--- src/rtl/mem_read_arbiter.sv ---
// Shares one MMU read port between fetch and load, with an in-order tag FIFO.
// Define MEM_ARB_RR_EN for round-robin grant; default is fixed DATA-over-INST.
module mem_read_arbiter #(
    parameter int DEPTH = 4
) (
    input  logic        CLK,
    input  logic        RST,
    input  logic        FLUSH,
    input  logic        INST_RDEN,
    input  logic [31:0] INST_RIADDR,
    output logic        INST_WAIT,
    output logic        INST_RVALID,
    output logic [31:0] INST_ROADDR,
    output logic [31:0] INST_RDATA,
    input  logic        DATA_RDEN,
    input  logic [31:0] DATA_RIADDR,
    output logic        DATA_WAIT,
    output logic        DATA_RVALID,
    output logic [31:0] DATA_ROADDR,
    output logic [31:0] DATA_RDATA,
    output logic        MEM_RDEN,
    output logic [31:0] MEM_RIADDR,
    input  logic        MEM_READY,
    input  logic        MEM_RVALID,
    input  logic [31:0] MEM_ROADDR,
    input  logic [31:0] MEM_RDATA,
    output logic        ERR_UNEXP
);

    localparam int PW = $clog2(DEPTH);
    localparam int CW = $clog2(DEPTH + 1);
    localparam logic [31:0] NOP = 32'h0000_0013;

    logic [DEPTH-1:0] tag_id;
    logic [DEPTH-1:0] tag_kill;
    logic [PW-1:0]    wr_ptr;
    logic [PW-1:0]    rd_ptr;
    logic [CW-1:0]    count;

    logic inst_el;
    logic data_el;
    logic pick_data;
    logic grant_inst;
    logic grant_data;
    logic full;
    logic accept;
    logic pop;
    logic head_id;
    logic head_kill;

    assign inst_el = INST_RDEN & ~FLUSH;
    assign data_el = DATA_RDEN;
    assign full    = (count == CW'(DEPTH));

`ifdef MEM_ARB_RR_EN
    logic last_data;

    assign pick_data = data_el & (~inst_el | ~last_data);

    always_ff @(posedge CLK) begin
        if (RST)
            last_data <= 1'b0;
        else if (accept)
            last_data <= grant_data;
    end
`else
    assign pick_data = data_el;
`endif

    assign grant_data = pick_data;
    assign grant_inst = inst_el & ~pick_data;

    assign MEM_RDEN   = ~RST & ~full & (inst_el | data_el);
    assign MEM_RIADDR = ~MEM_RDEN  ? 32'h0 :
                        grant_data ? DATA_RIADDR : INST_RIADDR;
    assign accept     = MEM_RDEN & MEM_READY;

    // a flushed fetch is dropped outright, so it never reports a stall
    assign INST_WAIT = ~RST & INST_RDEN & ~FLUSH & ~(grant_inst & accept);
    assign DATA_WAIT = ~RST & DATA_RDEN & ~(grant_data & accept);

    assign head_id   = tag_id[rd_ptr];
    assign head_kill = tag_kill[rd_ptr];
    assign pop       = ~RST & MEM_RVALID & (count != '0);

    assign INST_RVALID = pop & ~head_id & ~head_kill & ~FLUSH;
    assign DATA_RVALID = pop & head_id;

    assign INST_ROADDR = INST_RVALID ? MEM_ROADDR : 32'h0;
    assign INST_RDATA  = INST_RVALID ? MEM_RDATA  : NOP;
    assign DATA_ROADDR = DATA_RVALID ? MEM_ROADDR : 32'h0;
    assign DATA_RDATA  = DATA_RVALID ? MEM_RDATA  : NOP;

    always_ff @(posedge CLK) begin
        if (RST) begin
            tag_id    <= '0;
            tag_kill  <= '0;
            wr_ptr    <= '0;
            rd_ptr    <= '0;
            count     <= '0;
            ERR_UNEXP <= 1'b0;
        end else begin
            // kill every INST slot; stale slots are rewritten on push anyway
            if (FLUSH)
                tag_kill <= tag_kill | ~tag_id;
            if (accept) begin
                tag_id[wr_ptr]   <= grant_data;
                tag_kill[wr_ptr] <= 1'b0;
                wr_ptr           <= wr_ptr + PW'(1);
            end
            if (pop)
                rd_ptr <= rd_ptr + PW'(1);
            if (accept && !pop)
                count <= count + CW'(1);
            else if (pop && !accept)
                count <= count - CW'(1);
            if (MEM_RVALID && count == '0)
                ERR_UNEXP <= 1'b1;
        end
    end

endmodule
--- config.mk ---
export PLATFORM = sky130hd
export DESIGN_NAME = mem_read_arbiter
export DESIGN_NICKNAME = d
export VERILOG_FILES = /design/src/rtl/mem_read_arbiter.sv
export SDC_FILE = /design/constraint.sdc
export NUM_CORES = 1
export LEC_CHECK = 0
export BUFFER_PORTS_ARGS = -buffer_cell sky130_fd_sc_hd__buf_2
export CAP_MARGIN = 20
export CORE_AREA = 2 2 115 117
export CTS_CLUSTER_DIAMETER = 80
export CTS_CLUSTER_SIZE = 40
export DETAILED_ROUTE_END_ITERATION = 10
export DIE_AREA = 0 0 117 119
export GPL_TIMING_DRIVEN = 0
export PLACE_DENSITY_LB_ADDON = 0.08
export SLEW_MARGIN = 20
export SYNTH_ARGS = -nofsm -noshare
export SYNTH_HDL_FRONTEND = slang
export SYNTH_SLANG_ARGS = --single-unit
--- constraint.sdc ---
create_clock -name CLK -period 3.6 [get_ports CLK]
set_clock_uncertainty 0.05 [all_clocks]
set_input_delay 0.54 -clock CLK [delete_from_list [all_inputs] [get_ports CLK]]
set_output_delay 0.54 -clock CLK [all_outputs]
set_load 0.01 [all_outputs]
Yosys cells after proc, flatten, opt, wreduce, memory -nomap -nowiden
Cells that the tools add are included.

Input port bits: 135. Logic and storage cells: 72. Output and inout bits: 166. Bits in registers: 16.

Order comparisons: 3. Bitwise logic cells: 31. Multiplexer cells: 18. Equality and inequality tests: 1. Reductions and logical operators: 9. Add/subtract/negate cells: 4.

Operators by type and width (number): 32-bit two-way mux (6); 1-bit AND (18); 4-bit two-way mux (3); 1-bit inverter (8); 4-bit inverter (2); 2-bit by 3-bit less-than comparator with 1-bit output (second input constant) (2); 3-bit two-way mux (2); 2-bit by 1-bit adder with 2-bit output (second input constant) (2); 4-bit AND (1); 1-bit binary-select mux with 2-bit select (2); 4-bit bitwise mux (1); 1-bit logical AND (4); 4-bit OR (1); 3-bit by 1-bit adder with 3-bit output (second input constant) (1); 3-bit == test (second input constant) (1); 3-bit zero test (1); 1-bit two-way mux (3); 3-bit nonzero test (1); 3-bit by 1-bit subtractor with 3-bit output (second input constant) (1); 1-bit demux with 2-bit select (1); 2-bit by 1-bit >= comparator with 1-bit output (second input constant) (1); 1-bit zero test (2); 2-bit nonzero test (1); 1-bit OR (1).

Logic depth before layout (Yosys ltp)
Depth in word-level cells: 9. Depth in mapped cells: 11. Mapped depth without buffers: 9.

Worst setup path after synthesis
No wires, ideal clock.

Kind: input-to-reg. Start: input port INST_RDEN. End: register count[2]. Path slack: 0.979 ns. Cell stages on the path: 10. Setup time: 0.071 ns. Data arrival time: 2.500 ns. Path buffers: 1. Data required time: 3.479 ns. Cell sequence: nor2b_1 -> o211ai_1 -> buf_2 -> nor2_1 -> ha_1 -> inv_1 -> fa_1 -> xor2_1 -> or3_1 -> a21oi_1.

Cells in the longest elaborated chain, start to end: 7. Elaborated cells on any way between the ends: 9. Those cells by class: mux: 1; bitwise: 4; reduce/logical: 4.

RTL lines: start: declaration (RTL line 9) `input logic INST_RDEN,`; 1-bit AND (*) (RTL line 51) `assign inst_el = INST_RDEN & ~FLUSH;`; 1-bit OR (*) (RTL line 73) `assign MEM_RDEN = ~RST & ~full & (inst_el | data_el);`; 1-bit AND (*) (RTL line 73); 1-bit AND (*) (RTL line 76) `assign accept = MEM_RDEN & MEM_READY;`; 1-bit zero test (RTL line 115) `else if (pop && !accept)`; 1-bit logical AND (RTL line 115); 2-bit nonzero test (no source line); end signal: assignment (RTL line 114) `count <= count + CW'(1);`; end signal: assignment (RTL line 116) `count <= count - CW'(1);`; end: declaration (RTL line 38) `logic [CW-1:0] count;`.

Mark *: on every way between the ends. The rest lies on a longest branch, timed or not. A chain may end at the register's enable or synchronous reset.

Worst setup path in the final report
Start: register count[0]. End: register count[2].

Cells in the longest elaborated chain, start to end: 8. Elaborated cells on any way between the ends: 16. Those cells by class: add/sub: 2; eq/ne: 1; mux: 2; bitwise: 5; reduce/logical: 6.

RTL lines: 3-bit == test (RTL line 53) `assign full = (count == CW'(DEPTH));`; 1-bit inverter (RTL line 73); 1-bit AND (2 in a row) (RTL line 73); 1-bit AND (RTL line 76); 1-bit zero test (RTL line 115); 1-bit logical AND (RTL line 115); 2-bit nonzero test (no source line).

Several ways; a longest one is shown, not always the timed one. The select of a mux whose other input is x is not followed.

==> metrics <==
status=complete, no violations; Syn Std Cell Area=approximately 2200 µm²; clk sinks=16; Worst Slack Setup Final=~620 ps; Yosys warnings=0; Post-synth top cells=and2_1 (122), nor2_1 (40), mux2i_1 (38), dfxtp_1 (16), clkbuf_1 (13); Hold Crit Class=register to register; share of cells above drive strength 1=a little over half; Slew Limit Headroom=a little over half; CTS Buf Count=3; largest net degree at the start of global routing=11; GR Overflow Total=0; initial antenna violation count=7; fillcell total=1482; Max Clk Rate=~340 MHz; final worst path period need=between 2000 and 3000 ps; I/O pin cnt=roughly 300; Critical Path Sink=count[2]$_SDFFE_PP0P_; RSZ-0062 raised after global routing=no; R2R cell count=11; H-tree depth=1; Root Driver=clkbuf_16; met2 usage=a little under 30%; GP Congestion=0.817; Arr. time, crit path=just over 3000 ps; startpoint types=register; clk_lat worst skew=about 250 ps; #FFs+latches synth=16; leakage=roughly 2.5 nW; top post-synthesis cells by area=and2_1 (34%), mux2i_1 (17%), dfxtp_1 (14%), nor2_1 (6.8%), ha_1 (2.8%); crit path kind=register to register; GR Util met1=16.3%; slowest stage cell on the critical path=dfxtp_1; drc violations=0; hold path depth=2; Post-Syn Nets=450; EDFF count, synth=0; critical-path cell list=or3b_2, clkbuf_1, o211ai_1, buf_2, nor2_1, ha_1, inv_1, fa_1, xor2_1, or3_1, a21oi_1; Mapped Cells=approximately 300; most numerous cell in the Yosys netlist=and2_1; initial core utilization=between 15 and 20%; port bufs=298; CORE AREA=12900 µm²; Pwr Density=between 200 and 250 nW/µm²; final wirelength=between 10000 and 15000 µm; post-synth cell types=31; global router's overall resource usage=between 10% and 20%; post-synth top area cell=and2_1; setup TNS=0 ps; vias in the first global route=about 2900; gr busiest metal=met2; Sw Share=a little over a third; # setup viols final=0; crit-path leading delay family=simple AND/OR/NAND/NOR gates; post-cts sizing count=0; die width=between 100 and 150 µm; Syn Area/Cell=between 7 and 8 µm²; WP depth=11; WL/cell=~15 µm; ys async rst share=0%; Worst-path clk slew=around 50 ps; cts hold-fix bufs=0; worst reg2reg startpoint=count[0]$_SDFFE_PP0P_; internal reg-to-reg setup slack=~620 ps; Pint=just under 600 µW; DRT iter0 DRCs=between 60 and 70; Final ANT Viol Nets=0; worst-path maximum fanout=10; first-pass GRT wire length=about 16000 µm; Worst VDD drop=roughly 0.26 mV; crit path from=count[0]$_SDFFE_PP0P_; Final Max Slew Viols=0; Top FF cell, synth=dfxtp_1; final hold violation count=0; fin crit share=82.8%; Synth top area share=roughly a third; register area share after synthesis=between 10 and 15%; Syn-to-layout area delta=81.7%; Post-CTS Setup Bufs=0; Reg power frac=about 26%; MaxCap Viol Count=0; Vias=3117; Worst path max stage delay=around 450 ps; DRT Pass-1 Iters=4; slew of the pin with the lowest slew margin=between 600 and 700 ps; # rows=42; CTS tree=done; Psw=between 300 and 400 µW; HP Start=tag_id[3]$_SDFFE_PP0P_; Comb power frac=47.5%; full die area=between 10000 and 15000 µm²; Longest Clk Path Bufs=2; R2R Path End=count[2]$_SDFFE_PP0P_; DP Worst Slack=about 470 ps; DP Wirelength=between 10000 and 15000 µm; Die Ht=119 µm; final net count=~750; CP bufs+invs=3; worst endpoint required time=about 3700 ps; met3 Track Usage GR=about 5.4%; clock network power share=around 27%; vias per std cell=between 3 and 4; Worst Setup End Kind=register
==> area by class of cell <==
| type | count | area (µm²) | share of cell area (%) |
|---|---|---|---|
| clock buffers | 4 | 88.8 | 2.20 |
| diodes | 5 | 12.5 | 0.310 |
| plain buffers | 26 | 116 | 2.89 |
| flip-flops and latches | 16 | 320 | 7.94 |
| multi-input cells | 259 | 1750 | 43.5 |
| well taps | 176 | 220 | 5.46 |
| repair buffers | 298 | 1490 | 37.0 |
| inverters | 8 | 30.0 | 0.745 |
==> cell usage in the layout (no fill, tap or decap), drive strengths merged, types with 2 or more instances in the layout <==
cell / instances
mux4: 2
diode: 5
clkbuf: 23
dfxtp: 16
and2: 122
a21oi: 7
nand2: 7
xor2: 4
nand2b: 7
mux2i: 38
nor2b: 5
nor2: 40
buf: 305
ha: 5
o21ai: 5
inv: 8
o2111ai: 4
==> worst register-to-register path, stage by stage (launching register included) <==
cell and delay, ps:
dfxtp_1 450, or3b_2 180, clkbuf_1 280, o211ai_1 300, buf_2 270, nor2_1 140, ha_1 200, inv_1 60
fa_1 370, xor2_1 180, or3_1 300, a21oi_1 130
==> cells by family after synthesis <==
group	share of synthesized area, %
buffers and inverters	6.60
adders and majority gates	3.72
and+or+nand+nor	47.8
DFF	14.4
xor gates and xnor gates	1.58
AOI/OAI and AO/OA	6.20
muxes	19.7
==> layer usage <==
metal	part of all wire, %	vias to the layer above
met4	0.60	2
met3	10	8
met5	0.086	-
met1	36	1394
li1	-	1607
met2	54	106
==> state kept, by name (all words and copies together), names as in the netlist <==
| register | count |
|---|---|
| wr_ptr | 2 |
| rd_ptr | 2 |
| tag_id | 4 |
| ERR_UNEXP | 1 |
| count | 3 |
| tag_kill | 4 |
==> through the flow <==
stage	cells	instance area, µm²	power [mW]	hold WS (ps)	util, %
CTS	787	4020	0.918	429	31.2
global route	790	4030	0.973	447	31.3
global placement	783	3930	0.666	409	30.5
detailed placement	783	3930	0.668	422	30.5
finish	792	4030	0.901	426	31.3
floorplan	309	2220	0.468	399	-
==> power groups by stage <==
stage          clock, mW  combinational (mW)  sequential, mW
2_1_floorplan          0               0.240           0.228
3_5_place_dp           0               0.433           0.235
6_report           0.242               0.428           0.231
5_1_grt            0.259               0.478           0.236
4_1_cts            0.250               0.436           0.232
3_3_place_gp           0               0.432           0.234
==> worst min-delay path by stage <==
stage                        endpoint  slack [ps]
6_report       tag_id[3]$_SDFFE_PP0P_         430
3_3_place_gp   ERR_UNEXP$_SDFFE_PP0P_         410
2_1_floorplan  tag_id[1]$_SDFFE_PP0P_         400
5_1_grt        tag_id[3]$_SDFFE_PP0P_         450
3_5_place_dp   tag_id[3]$_SDFFE_PP0P_         420
4_1_cts        tag_id[3]$_SDFFE_PP0P_         430
(Power assumes the default switching activity.)
